File: src/rtl/tia_player_graphics_scan_engine.sv
// ============================================================================
// Module   : tia_player_graphics_scan_engine
// Brief    : Player graphics new/old registers with vertical delay, serialised
//            with per-bit stretch and reflection, plus the missile reset strobe.
//            Optional macro TIA_PLAYER_GRAPHICS_SCAN_ENGINE_LATCH_EN holds
//            reflect/scale/vert_delay in shadow registers for the whole scan.
// Revision : 1.0 - initial release
// ============================================================================
`default_nettype none

module tia_player_graphics_scan_engine #(
    parameter int GFX_WIDTH    = 8,
    parameter int SCALE_BITS   = 2,
    parameter int MRESET_INDEX = 3
) (
    input  logic                         clock,
    input  logic                         reset_bar,
    input  logic                         count_enable,
    input  logic                         start,
    input  logic [GFX_WIDTH-1:0]         gfx_in,
    input  logic                         gfx_load,
    input  logic                         copy_old,
    input  logic                         vert_delay,
    input  logic                         reflect,
    input  logic [SCALE_BITS-1:0]        scale,
    input  logic                         missile_reset_en,
    output logic                         busy,
    output logic [$clog2(GFX_WIDTH)-1:0] scan_index,
    output logic                         missile_to_player_reset,
    output logic                         p
);

    localparam int c_idx_w     = $clog2(GFX_WIDTH);
    localparam int c_stretch_w = (1 << SCALE_BITS) - 1;

    localparam logic [c_idx_w-1:0]     c_last_idx    = c_idx_w'(GFX_WIDTH - 1);
    localparam logic [c_idx_w-1:0]     c_mreset_idx  = c_idx_w'(MRESET_INDEX);
    localparam logic [c_idx_w-1:0]     c_idx_one     = c_idx_w'(1);
    localparam logic [c_stretch_w-1:0] c_stretch_one = c_stretch_w'(1);

    typedef enum logic [0:0] {
        ST_IDLE = 1'b0,
        ST_SCAN = 1'b1
    } state_t;

    state_t                 r_state;
    logic [c_idx_w-1:0]     r_scan_index;
    logic [c_stretch_w-1:0] r_stretch;
    logic                   r_p;
    logic [GFX_WIDTH-1:0]   r_gfx_new;
    logic [GFX_WIDTH-1:0]   r_gfx_old;

    logic                   w_reflect;
    logic                   w_vert_delay;
    logic [SCALE_BITS-1:0]  w_scale;
    logic [c_stretch_w:0]   w_factor;
    logic [c_stretch_w-1:0] w_mask;
    logic                   w_stretch_done;
    logic [c_idx_w-1:0]     w_sel;
    logic [GFX_WIDTH-1:0]   w_src;
    logic                   w_busy;
    logic                   w_advance;

`ifdef TIA_PLAYER_GRAPHICS_SCAN_ENGINE_LATCH_EN
    logic                  r_reflect_q;
    logic                  r_vert_delay_q;
    logic [SCALE_BITS-1:0] r_scale_q;

    always_ff @(posedge clock or negedge reset_bar) begin
        if (!reset_bar) begin
            r_reflect_q    <= 1'b0;
            r_vert_delay_q <= 1'b0;
            r_scale_q      <= '0;
        end else if (start && count_enable) begin
            r_reflect_q    <= reflect;
            r_vert_delay_q <= vert_delay;
            r_scale_q      <= scale;
        end
    end

    assign w_reflect    = r_reflect_q;
    assign w_vert_delay = r_vert_delay_q;
    assign w_scale      = r_scale_q;
`else
    assign w_reflect    = reflect;
    assign w_vert_delay = vert_delay;
    assign w_scale      = scale;
`endif

    // Terminal stretch count is (1<<scale)-1; plain equality on the full-width
    // counter lets an overshoot after a mid-scan scale drop wrap instead of hang.
    assign w_factor       = (c_stretch_w + 1)'(1) << w_scale;
    assign w_mask         = w_factor[c_stretch_w-1:0] - c_stretch_one;
    assign w_stretch_done = (r_stretch == w_mask);

    assign w_busy    = (r_state == ST_SCAN);
    assign w_advance = count_enable && !start && w_busy;
    assign w_sel     = w_reflect ? r_scan_index : (c_last_idx - r_scan_index);
    assign w_src     = w_vert_delay ? r_gfx_old : r_gfx_new;

    // gfx_old captures the pre-edge gfx_new, so a same-cycle load and copy
    // shifts the pair exactly like back-to-back GRP writes.
    always_ff @(posedge clock or negedge reset_bar) begin
        if (!reset_bar) begin
            r_gfx_new <= '0;
            r_gfx_old <= '0;
        end else begin
            if (copy_old) begin
                r_gfx_old <= r_gfx_new;
            end
            if (gfx_load) begin
                r_gfx_new <= gfx_in;
            end
        end
    end

    always_ff @(posedge clock or negedge reset_bar) begin
        if (!reset_bar) begin
            r_state      <= ST_IDLE;
            r_scan_index <= '0;
            r_stretch    <= '0;
            r_p          <= 1'b0;
        end else begin
            r_p <= w_busy & w_src[w_sel];
            if (count_enable && start) begin
                r_state      <= ST_SCAN;
                r_scan_index <= '0;
                r_stretch    <= '0;
            end else if (w_advance) begin
                if (w_stretch_done) begin
                    r_stretch <= '0;
                    if (r_scan_index == c_last_idx) begin
                        r_state <= ST_IDLE;
                    end else begin
                        r_scan_index <= r_scan_index + c_idx_one;
                    end
                end else begin
                    r_stretch <= r_stretch + c_stretch_one;
                end
            end
        end
    end

    assign busy       = w_busy;
    assign scan_index = r_scan_index;
    assign p          = r_p;

    assign missile_to_player_reset = w_busy && missile_reset_en && count_enable &&
                                     (r_scan_index == c_mreset_idx) &&
                                     (r_stretch == '0);

endmodule

`default_nettype wire

File: config.mk
export PLATFORM = sky130hd
export DESIGN_NAME = tia_player_graphics_scan_engine
export DESIGN_NICKNAME = d
export VERILOG_FILES = /design/src/rtl/tia_player_graphics_scan_engine.sv
export SDC_FILE = /design/constraint.sdc
export NUM_CORES = 1
export LEC_CHECK = 0
export CAP_MARGIN = 20
export CELL_PAD_IN_SITES_DETAIL_PLACEMENT = 2
export CELL_PAD_IN_SITES_GLOBAL_PLACEMENT = 2
export CORE_UTILIZATION = 36
export DETAILED_ROUTE_END_ITERATION = 10
export PLACE_DENSITY_LB_ADDON = 0.1
export SETUP_SLACK_MARGIN = 0.4
export SLEW_MARGIN = 20
export SYNTH_ARGS = -nofsm -noshare
export SYNTH_HDL_FRONTEND = slang
export SYNTH_SLANG_ARGS = --single-unit
File: constraint.sdc
create_clock -name clock -period 3.3 [get_ports clock]
set_input_delay 0.495 -clock clock [delete_from_list [all_inputs] [get_ports clock]]
set_output_delay 0.495 -clock clock [all_outputs]
set_load 0.01 [all_outputs]
# Word level (Yosys, flattened, before mapping)

Cells that the tools add are included.

$add $sub $neg: 4
$lt $le $gt $ge: 1
Equal/unequal tests: 4
Shift operators: 1
Mux-type cells: 15
Bitwise logic cells: 1
Reductions and logical operators: 14

Operators by type and width:

| operator                                                             | count |
|---|---|
| 3-bit two-way mux                                                    | 8 |
| 8-bit two-way mux                                                    | 1 |
| 1-bit logical AND                                                    | 7 |
| 3-bit by 1-bit adder with 3-bit output, second input constant        | 2 |
| 3-bit AND reduction                                                  | 2 |
| 2-bit nonzero test                                                   | 3 |
| 1-bit two-way mux                                                    | 5 |
| 3-bit by 4-bit < comparator with 1-bit output, second input constant | 1 |
| 1-bit binary-select mux with 3-bit select                            | 1 |
| 3-bit by 2-bit == test with 1-bit output, second input constant      | 1 |
| 3-bit == test                                                        | 1 |
| 3-bit == test, second input constant                                 | 1 |
| 3-bit logical NOT                                                    | 1 |
| 1-bit by 2-bit left shift with 3-bit output, first input constant    | 1 |
| 3-bit by 1-bit subtractor with 3-bit output, second input constant   | 1 |
| 3-bit subtractor, first input constant                               | 1 |
| 2-bit != test, second input constant                                 | 1 |
| 1-bit bitwise AND                                                    | 1 |
| 1-bit logical NOT                                                    | 1 |

Bits in registers: 24
Input bits: 19
Output and inout bits: 6
Word-level logic and storage cells: 46

# Longest topological paths before layout

Gate-level depths: netlist of run 1.

Depth after elaboration: 6
Gate-level depth with buffers: 5
Depth with buffers taken out: 5

# Worst setup path before layout of run 1

No wires, ideal clock.

Kind: register -> register
Start point: reg r_stretch[1]
End point: reg r_scan_index[0] (netlist: scan_index[0])
Setup time: 0.125 ns
Arrival: 1.582 ns
Required time: 3.175 ns
Setup slack: 1.593 ns
Stages on the path, launching flop included: 5
Path buffers: 0
Period minus slack after synthesis: 1.707 ns
Cells stage by stage: dfrtp_1 -> nor4_2 -> nor2_2 -> nor4_4 -> mux2_4

Longest elaborated chain between the ends: 3

Ends and longest elaborated chain:

| item                                 | line | source |
|---|---|---|
| from (decl)                          | 48   | `logic [c_stretch_w-1:0] r_stretch;` |
| from (signal assigned)               | 138  | `r_stretch <= r_stretch + c_stretch_one;` |
| 3-bit == test                        | 94   | `assign w_stretch_done = (r_stretch == w_mask);` |
| 2-bit nonzero test (no source line)  | --   |  |
| 3-bit AND reduction (no source line) | --   |  |
| to (signal assigned)                 | 135  | `r_scan_index <= r_scan_index + c_idx_one;` |
| to (decl)                            | 47   | `logic [c_idx_w-1:0] r_scan_index;` |

No other way between the ends.
A chain may end at the register's enable or synchronous reset.

# Worst setup path after layout of run 1

Start point: in count_enable
End point: out missile_to_player_reset

Longest elaborated chain between the ends: 3

Ends and longest elaborated chain:

| item                           | line | source |
|---|---|---|
| from (decl)                    | 18   | `input logic count_enable,` |
| 1-bit logical AND (2 in a row) | 148  | `assign missile_to_player_reset = w_busy && missile_reset_en && count_enable &&` |
| 1-bit logical AND              | 149  | `(r_scan_index == c_mreset_idx) &&` |
| to (decl)                      | 29   | `output logic missile_to_player_reset,` |

No other way between the ends.

==> results of run 1 <==
-- routing by layer --
metal  wire, um  global-route usage
met1       1370               0.200
met2       1890               0.357
met3         81              0.0321
met4         37              0.0722
met5          0                   0
-- worst reg2reg max path, cell delays in order, from the launching register on --
cell and delay [ps]:
dfrtp_1 520, ha_1 290, ha_1 220, nor4_4 400, mux2_4 330
-- layout make-up --
| type | count | area (um^2) |
|---|---|---|
| fillers | 383 | 1970 |
| multi-input cells | 84 | 746 |
| flip-flops and latches | 24 | 601 |
| repair buffers | 25 | 248 |
| well taps | 48 | 60.1 |
| clock buffers | 3 | 41.3 |
| inverters | 7 | 26.3 |
-- cell families (layout without fill, tap and decap cells) --
family / after synthesis / after routing / share of synthesized area
buf+inv: 13 / 35 / 0.0358
simple gates: 29 / 29 / 0.134
compound gates: 20 / 20 / 0.115
flops: 24 / 24 / 0.430
fa+ha+maj: 5 / 5 / 0.0448
xor+xnor: 3 / 3 / 0.0188
mux: 27 / 27 / 0.221
-- worst max-delay path by stage --
stage / start / slack [ps] / cells past startpoint / to
after detailed placement: count_enable / 730 / 4 / missile_to_player_reset
after global routing: scan_index[1] / 610 / 5 / missile_to_player_reset
after CTS: count_enable / 730 / 4 / missile_to_player_reset
final: count_enable / 730 / 4 / missile_to_player_reset
after global placement: count_enable / 820 / 4 / missile_to_player_reset
after floorplan: r_stretch[1] / 1590 / 4 / scan_index[0]
-- flip-flops by register name, summed over array words and instances, names as in the netlist --
signal      flops
r_stretch       3
busy            1
r_gfx_new       8
p               1
scan_index      3
r_gfx_old       8
-- power by group --
| part | leakage (nW) | switching (mW) | internal (mW) |
|---|---|---|---|
| Clock | 0.0216 | 0.0930 | 0.0817 |
| Sequential | 0.288 | 0.0509 | 0.335 |
| Combinational | 0.380 | 0.106 | 0.133 |
-- placed cells by master, fill, tap and decap left out, drive strengths merged, types with 3 or more instances in the layout --
master	synthesis	layout
dfrtp	24	24
clkdlybuf4s50	0	24
mux2	18	18
nand2	10	10
mux2i	8	8
inv	7	7
ha	5	5
nor3b	4	4
o211ai	4	4
nor3	3	3
xnor2	3	3
a21oi	3	3
clkbuf	5	3
o21ai	3	3
-- metrics by stage --
step           setup slack, ps  hold slack, ps  total power, mW   util  cell area (um^2)
2_1_floorplan             1590             199            0.530      -              1400
3_3_place_gp               819             485            0.620  0.456              1680
3_5_place_dp               732             498            0.633  0.456              1680
4_1_cts                    730             518            0.814  0.467              1720
5_1_grt                    609             528            0.851  0.467              1720
6_report                   729             510            0.799  0.467              1720
==> run_results.csv, run 1 <==
group,metric,value,unit
cts,clk-insertion-delay-late,260,ps
setup_path,timing.rr.start,"scan_index[0]",
cts,holdBufCountCts,0,
cts,cts_inserted_buffers,3,
grt,antenna_found_initial,0,
logic_synthesis,yosysTopAreaCell,"dfrtp_1",
setup_path,slowest_delay,600,ps
logic_synthesis,synth_edf_count,0,
sta,setup_viol,0,
logic_synthesis,yosysMostFrequentCell,"dfrtp_1",
sta,finalClockSkew,4.28,ps
cts,cts_setup_buffers,0,
worst_hold_path,holdPathEnd,"r_gfx_old[3]",
die,io_pins,25,
worst_hold_path,holdCritStartpoint,"r_gfx_old[3]",
place,portBuffers,24,
logic_synthesis,synthTopCellsByArea,"dfrtp_1, mux2_2, mux2i_1",
worst_hold_path,whs_path_depth,1,
setup_path,critical_path.most_common_cell,"clkdlybuf4s50_1",
finish,areaGrowthSynthToFinish,23.3,%
setup_path,rr_endpoint,"scan_index[0]",
worst_hold_path,hold_class,"flip-flop to flip-flop",
logic_synthesis,yosysWarnings,0,
cts,clk_pin_slew,80,ps
routing,drt_iter0_markers,30,
finish,antenna_cells,0,
sta,max_freq,389,MHz
place,dp.cells,188,
cts,cts.sinks,24,
sta,fin_crit,2570,ps
setup_path,critical_path_buf_inv_count,2,
cts,clock_path_buffers,2,
cts,cts_tree,"built",
power,powerDensity,464,mW/mm^2
grt,grt_max_degree,25,
sta,final.setup.tns,0,ps
cts,clockRootBuffer,"clkbuf_8",
die,die_w,64.3,um
routing,avgViaCountPerCell,5.41,
sta,finalCritPeriodShare,0.779,
run,max_cap_violations,0,
die,die_area,0.00413,mm^2
setup_path,path_max_fanout,7,
sta,hold_viol,0,
setup_path,crit_required,2800,ps
setup_path,rr_worst_depth,4,
grt,grt.overflow.total,0,
logic_synthesis,synth_top_cells_by_count,"dfrtp_1, mux2_2, nand2_1",
cts,htreeDepth,1,
logic_synthesis,post_synth_num_cell_types,36,
sta,rsz0062_at_grt,"false",
routing,drcViolationCount,0,
sta,drv_slew,0,
die,core,0.00369,mm^2
logic_synthesis,syn_avg_cell_area,11.5,um^2
grt,grt_first_pass_wirelength,5820,um
routing,wl,3380,um
logic_synthesis,synthArstFlopShare,1.00,
die,fp.dieH,64.3,um
logic_synthesis,synth_nets,145,
die,start_util,0.379,
setup_path,slowest_stage,"clkdlybuf4s50_1",
routing,avgRoutedWirePerCell,17.7,um
power,p_leak,0.689,nW
die,rows,22,
setup_path,critPathCaptureType,"output port",
grt,grt_pass1_vias,1205,
setup_path,path_delay_family,"buffers and inverters",
logic_synthesis,syn_inst,121,
setup_path,path_cells,"clkdlybuf4s50_1 > nand2_1 > nor3_1 > clkdlybuf4s50_1",
logic_synthesis,synth_top_area_frac,0.430,
finish,drive_above_1_share,0.196,
setup_path,r2r_setup_slack,1420,ps
logic_synthesis,ys_seq_area_frac,0.430,
finish,fin_nets,169,
setup_path,start_kind,"primary input",
routing,dr.pass1.iters,3,
sta,slew_headroom,0.694,
setup_path,crit_type,"primary input to output port",
logic_synthesis,synth.cell_area,0.00140,mm^2
status,outcome,"complete, no violations",
power,peakVddDrop,0.225,mV
routing,num_vias,1034,
setup_path,arrival,2080,ps
logic_synthesis,synthFlopType,"dfrtp_1",
place,place_hpwl,2530,um
cts,cts-resized-gates,0,
sta,worstMarginPinSlew,457,ps
place,gp_congestion,0.706,
routing,antenna_left,0,
logic_synthesis,ys_ff_latch,24,
finish,layout.cells.non_filler,191,
grt,track_usage,0.187,
Power figures use the tool's default switching activity.
==> run 2: changes to the inputs <==
CORE_UTILIZATION = 30   (was 36)
clock period = 2.2 ns   (was 3.3 ns; I/O delays follow)
==> run 2 against run 1 <==
Effect of this change:
- register-to-register slack worse by 920 ps
- power increased by 63%
- critical path type is now flip-flop to output port
- largest power group unchanged
- largest cell class unchanged
- hold slack lost 100 ps
- critical path depth down 2
- design area up 8.3%
==> run_results.csv, run 2 (synthesized netlist as in run 1, its figures left out) <==
group,metric,value,unit
sta,fin_crit,1720,ps
power,powerDensity,701,mW/mm^2
sta,holdWs,409,ps
die,start_util,0.316,
power,comb_power_share,0.337,
power,power.internal,0.901,mW
die,fp.dieH,70.2,um
routing,dr.pass1.iters,4,
cts,clock_path_buffers,2,
die,core,0.00441,mm^2
cts,cts.sinks,24,
grt,antenna_found_initial,0,
routing,avgRoutedWirePerCell,17.1,um
setup_path,critPathCaptureType,"output port",
finish,layout_commonest_cell,"dfrtp_1",
sta,worstMarginPinSlew,431,ps
setup_path,start_kind,"flip-flop",
place,place_ws,70.8,ps
setup_path,crit_required,1870,ps
sta,slew_headroom,0.712,
sta,drv_slew,0,
routing,drt_iter0_markers,21,
finish,fin_nets,181,
routing,drcViolationCount,0,
power,finalPower,1.31,mW
setup_path,rr_worst_depth,6,
die,rows,24,
setup_path,crit_type,"flip-flop to output port",
cts,clockRootBuffer,"clkbuf_8",
cts,htreeDepth,1,
die,die_w,70.2,um
cts,clk-insertion-delay-late,270,ps
cts,cts_inserted_buffers,3,
cts,cts_tree,"built",
power,p_leak,0.788,nW
finish,final_cell_mix,"dfrtp_1, clkdlybuf4s50_1, mux2_2",
power,p_clk_frac,0.240,
sta,finalClockSkew,2.41,ps
sta,final.setup.tns,0,ps
grt,grt_first_pass_wirelength,6020,um
routing,antenna_left,0,
setup_path,timing.rr.start,"scan_index[0]",
cts,holdBufCountCts,0,
finish,areaGrowthSynthToFinish,33.5,%
sta,hold_viol,0,
routing,wl,3560,um
setup_path,crit_start,"scan_index[0]",
place,place_hpwl,2720,um
setup_path,crit_end,"scan_index[0]",
finish,layout.cells.non_filler,208,
sta,rsz0062_at_grt,"false",
place,dp.cells,201,
setup_path,r2r_setup_slack,500,ps
grt,grt_max_degree,25,
grt,grt_pass1_vias,1223,
setup_path,rr_endpoint,"scan_index[2]",
place,portBuffers,24,
sta,layout_setup_ws,475,ps
finish,largestRegisters,"r_gfx_new: 8 flops, r_gfx_old: 8 flops",
power,power_frac_seq,0.423,
finish,antenna_cells,0,
die,die_area,0.00493,mm^2
status,outcome,"complete, no violations",
power,peakVddDrop,0.322,mV
routing,num_vias,1083,
routing,avgViaCountPerCell,5.21,
power,switching_share,0.310,
cts,clk_pin_slew,90,ps
sta,setup_viol,0,
finish,n_fill_cell,450,
setup_path,path_max_fanout,9,
finish,drive_above_1_share,0.308,
grt,grt.overflow.total,0,
place,gp_congestion,0.725,
run,max_cap_violations,0,
setup_path,arrival,1390,ps
power,p_sw,0.405,mW
sta,finalCritPeriodShare,0.784,
grt,track_usage,0.158,
sta,max_freq,580,MHz
worst_hold_path,hold_class,"primary input to async pin",
die,io_pins,25,
-- run 2: cell count changes in the layout (fill, tap and decap cells not counted), sizes merged --
cell           previous run  this run
clkdlybuf4s50            24        20
dlymetal6s2s              0         2
buf                       1        14
clkbuf                    3         4
dlygate4sd2               0         1
-- run 2: how the worst min path moves through the flow --
stage / cells after the start / endpoint
after global routing: 2 / scan_index[1]
after global placement: 1 / r_gfx_old[4]
after CTS: 2 / r_stretch[2]
final: 2 / scan_index[1]
after detailed placement: 1 / r_gfx_old[1]
after floorplan: 0 / busy
-- run 2: cell type report --
cell class / instances / area (um^2) / share of cell area
multi-input cells: 84 / 778 / 0.417
inverters: 7 / 26.3 / 0.0141
clock buffers: 4 / 55.1 / 0.0295
well taps: 52 / 65.1 / 0.0349
repair buffers: 37 / 337 / 0.181
flip-flops and latches: 24 / 603 / 0.323
-- run 2: power groups by stage --
stage / Combinational, mW / Sequential [mW] / Clock [mW]
2_1_floorplan: 0.235 / 0.560 / 0
3_3_place_gp: 0.399 / 0.557 / 0
3_5_place_dp: 0.421 / 0.564 / 0
4_1_cts: 0.444 / 0.554 / 0.321
5_1_grt: 0.483 / 0.561 / 0.330
6_report: 0.440 / 0.552 / 0.313
-- run 2: per-layer routing --
metal,wire (um),GRT usage,part of all wire
met5,0,0,0
met4,49,0.0467,0.014
met3,117,0.0317,0.033
met2,1920,0.295,0.54
met1,1480,0.177,0.41
-- run 2: per-stage QoR --
step,instance area (um^2),util
after floorplan,1400,-
after global placement,1750,0.397
after detailed placement,1750,0.397
after CTS,1850,0.418
after global routing,1860,0.422
final,1860,0.422
-- run 2: critical path: stages, from the launching register on --
cell and delay (ps):
dfrtp_1 390, buf_4 190, clkdlybuf4s50_1 550
-- run 2: what timing repair did --
item | in CTS | in global routing
gates resized for setup | 10 | 5
setup endpoints to repair | 5 | 5
pin swaps | 0 | 2
buffers inserted | 2 | 1
==> run 3: changes to the inputs <==
CORE_UTILIZATION = 34   (was 30)
clock period = 1.64 ns   (was 2.2 ns; I/O delays follow)
==> run 3 against run 2 <==
Effect of this change:
- the run now ends with negative setup slack left
- worst setup slack lost 650 ps
- clock skew grew 0.53 ps
- count of clock-buffer cells in the layout is the same
- via count grew 12%
- sequential power grew 34%
==> run_results.csv, run 3 (synthesized netlist as in run 1, its figures left out) <==
group,metric,value,unit
status,outcome,"finished with violations",
status,violations,"negative setup slack",
grt,track_usage,0.229,
power,power.internal,1.34,mW
sta,setup_viol,5,
setup_path,crit_start,"scan_index[0]",
finish,largestRegisters,"r_gfx_new: 8 flops, r_gfx_old: 8 flops",
grt,grt.overflow.total,0,
sta,max_freq,551,MHz
power,p_clk_frac,0.185,
finish,areaGrowthSynthToFinish,56.4,%
worst_hold_path,hold_class,"primary input to async pin",
finish,fin_nets,204,
cts,holdBufCountCts,0,
cts,cts_inserted_buffers,3,
sta,rsz0062_at_grt,"true",
routing,avgRoutedWirePerCell,22.4,um
routing,avgViaCountPerCell,5.34,
setup_path,start_kind,"flip-flop",
grt,grt_first_pass_wirelength,7100,um
routing,wl,5080,um
place,gp_congestion,0.757,
routing,antenna_left,0,
setup_path,path_cells,"ha_2 > ha_1 > nand3_1 > nor3_2 > buf_2",
grt,antenna_found_initial,0,
setup_path,slowest_stage,"dfrtp_1",
cts,htreeDepth,1,
run,max_cap_violations,0,
sta,final.setup.tns,-450,ps
sta,hold_viol,0,
sta,finalCritPeriodShare,1.11,
sta,worstMarginPinSlew,396,ps
sta,slew_headroom,0.735,
die,die_area,0.00437,mm^2
finish,final_cell_mix,"buf_4, dfrtp_1, mux2_2",
place,portBuffers,24,
routing,dr.pass1.iters,4,
grt,grt_pass1_vias,1330,
sta,layout_setup_ws,-174,ps
power,switching_share,0.329,
setup_path,slowest_delay,390,ps
power,peakVddDrop,0.585,mV
die,start_util,0.368,
sta,drv_slew,0,
die,core,0.00380,mm^2
setup_path,crit_type,"flip-flop to output port",
routing,drt_iter0_markers,18,
setup_path,crit_end,"missile_to_player_reset",
setup_path,timing.rr.start,"r_stretch[1]",
setup_path,crit_required,1390,ps
sta,fin_crit,1810,ps
setup_path,r2r_setup_slack,-100,ps
cts,cts_tree,"built",
grt,grt_max_degree,25,
power,p_sw,0.658,mW
place,place_ws,-350,ps
place,place_hpwl,2920,um
routing,num_vias,1212,
power,powerDensity,916,mW/mm^2
power,comb_power_share,0.443,
die,rows,22,
cts,clockRootBuffer,"clkbuf_8",
power,p_leak,0.932,nW
cts,clock_path_buffers,2,
sta,finalClockSkew,2.94,ps
finish,antenna_cells,0,
cts,cts.sinks,24,
cts,clk_pin_slew,90,ps
setup_path,rr_endpoint,"scan_index[2]",
die,io_pins,25,
cts,clk-insertion-delay-late,270,ps
setup_path,rr_worst_depth,6,
finish,drive_above_1_share,0.475,
routing,drcViolationCount,0,
finish,layout_commonest_cell,"buf_4",
setup_path,path_max_fanout,2,
setup_path,arrival,1570,ps
die,die_w,66.1,um
setup_path,critPathCaptureType,"output port",
die,fp.dieH,66.1,um
power,power_frac_seq,0.371,
## run 3: changes by cell type in the layout (fill, tap and decap cells not counted), sizes merged
cell           change
buf               +26
clkdlybuf4s50      -5
dlygate4sd2        +2
clkbuf             +1
dlymetal6s2s       -1
## run 3: power by group through the flow
| stage | sequential (mW) | clock, mW | combinational, mW |
|---|---|---|---|
| detailed placement | 0.749 | 0 | 0.661 |
| floorplan | 0.758 | 0 | 0.368 |
| finish | 0.742 | 0.370 | 0.886 |
| global placement | 0.737 | 0 | 0.635 |
| CTS | 0.736 | 0.376 | 0.748 |
| global route | 0.751 | 0.400 | 0.944 |
## run 3: worst max-delay path, delay by kind of cell, from the launching register on
family | cells | cell delay (ps)
and+or+nand+nor | 2 | 350
DFF | 1 | 390
buffers and inverters | 1 | 200
adders and majority gates | 2 | 370
## run 3: what timing repair did
| item | 4_1_cts | 5_1_grt |
|---|---|---|
| resized for setup | 37 | 15 |
| pin swaps | 7 | 5 |
| endpoints found under the setup margin | 13 | 13 |
| endpoints found under the hold margin | 0 | 0 |
| buffers inserted | 9 | 5 |
## run 3: worst min-delay path by stage
stage                      start      endpoint  slack, ps
floorplan              reset_bar          busy        -50
global placement    r_gfx_old[4]  r_gfx_old[4]        480
detailed placement  r_gfx_old[3]  r_gfx_old[3]        490
CTS                    reset_bar  r_gfx_new[4]        350
global route           reset_bar  r_gfx_new[2]        360
finish                 reset_bar  r_gfx_new[7]        330
## run 3: area by class of cell
| class | count | area [um^2] |
|---|---|---|
| inverter | 7 | 26.3 |
| fill | 372 | 1620 |
| timing repair buffer | 60 | 571 |
| clock buffer | 4 | 45.0 |
| multi-input combinational | 84 | 878 |
| sequential | 24 | 603 |
| tap | 48 | 60.1 |
## run 3: per-layer routing
layer,vias up,GRT usage,wire length [um]
li1,558,-,-
met1,612,0.258,2050
met2,26,0.430,2700
met3,16,0.0276,137
met4,0,0.0957,191
met5,-,0,0
## run 3: per-stage QoR
step | util | hold WS, ps | total power [mW] | area (um^2) | cells
2_1_floorplan | - | -49.6 | 1.13 | 1480 | 121
3_3_place_gp | 0.505 | 485 | 1.37 | 1920 | 209
3_5_place_dp | 0.505 | 493 | 1.41 | 1920 | 209
4_1_cts | 0.549 | 349 | 1.86 | 2080 | 222
5_1_grt | 0.575 | 363 | 2.10 | 2180 | 227
6_report | 0.575 | 332 | 2.00 | 2180 | 227
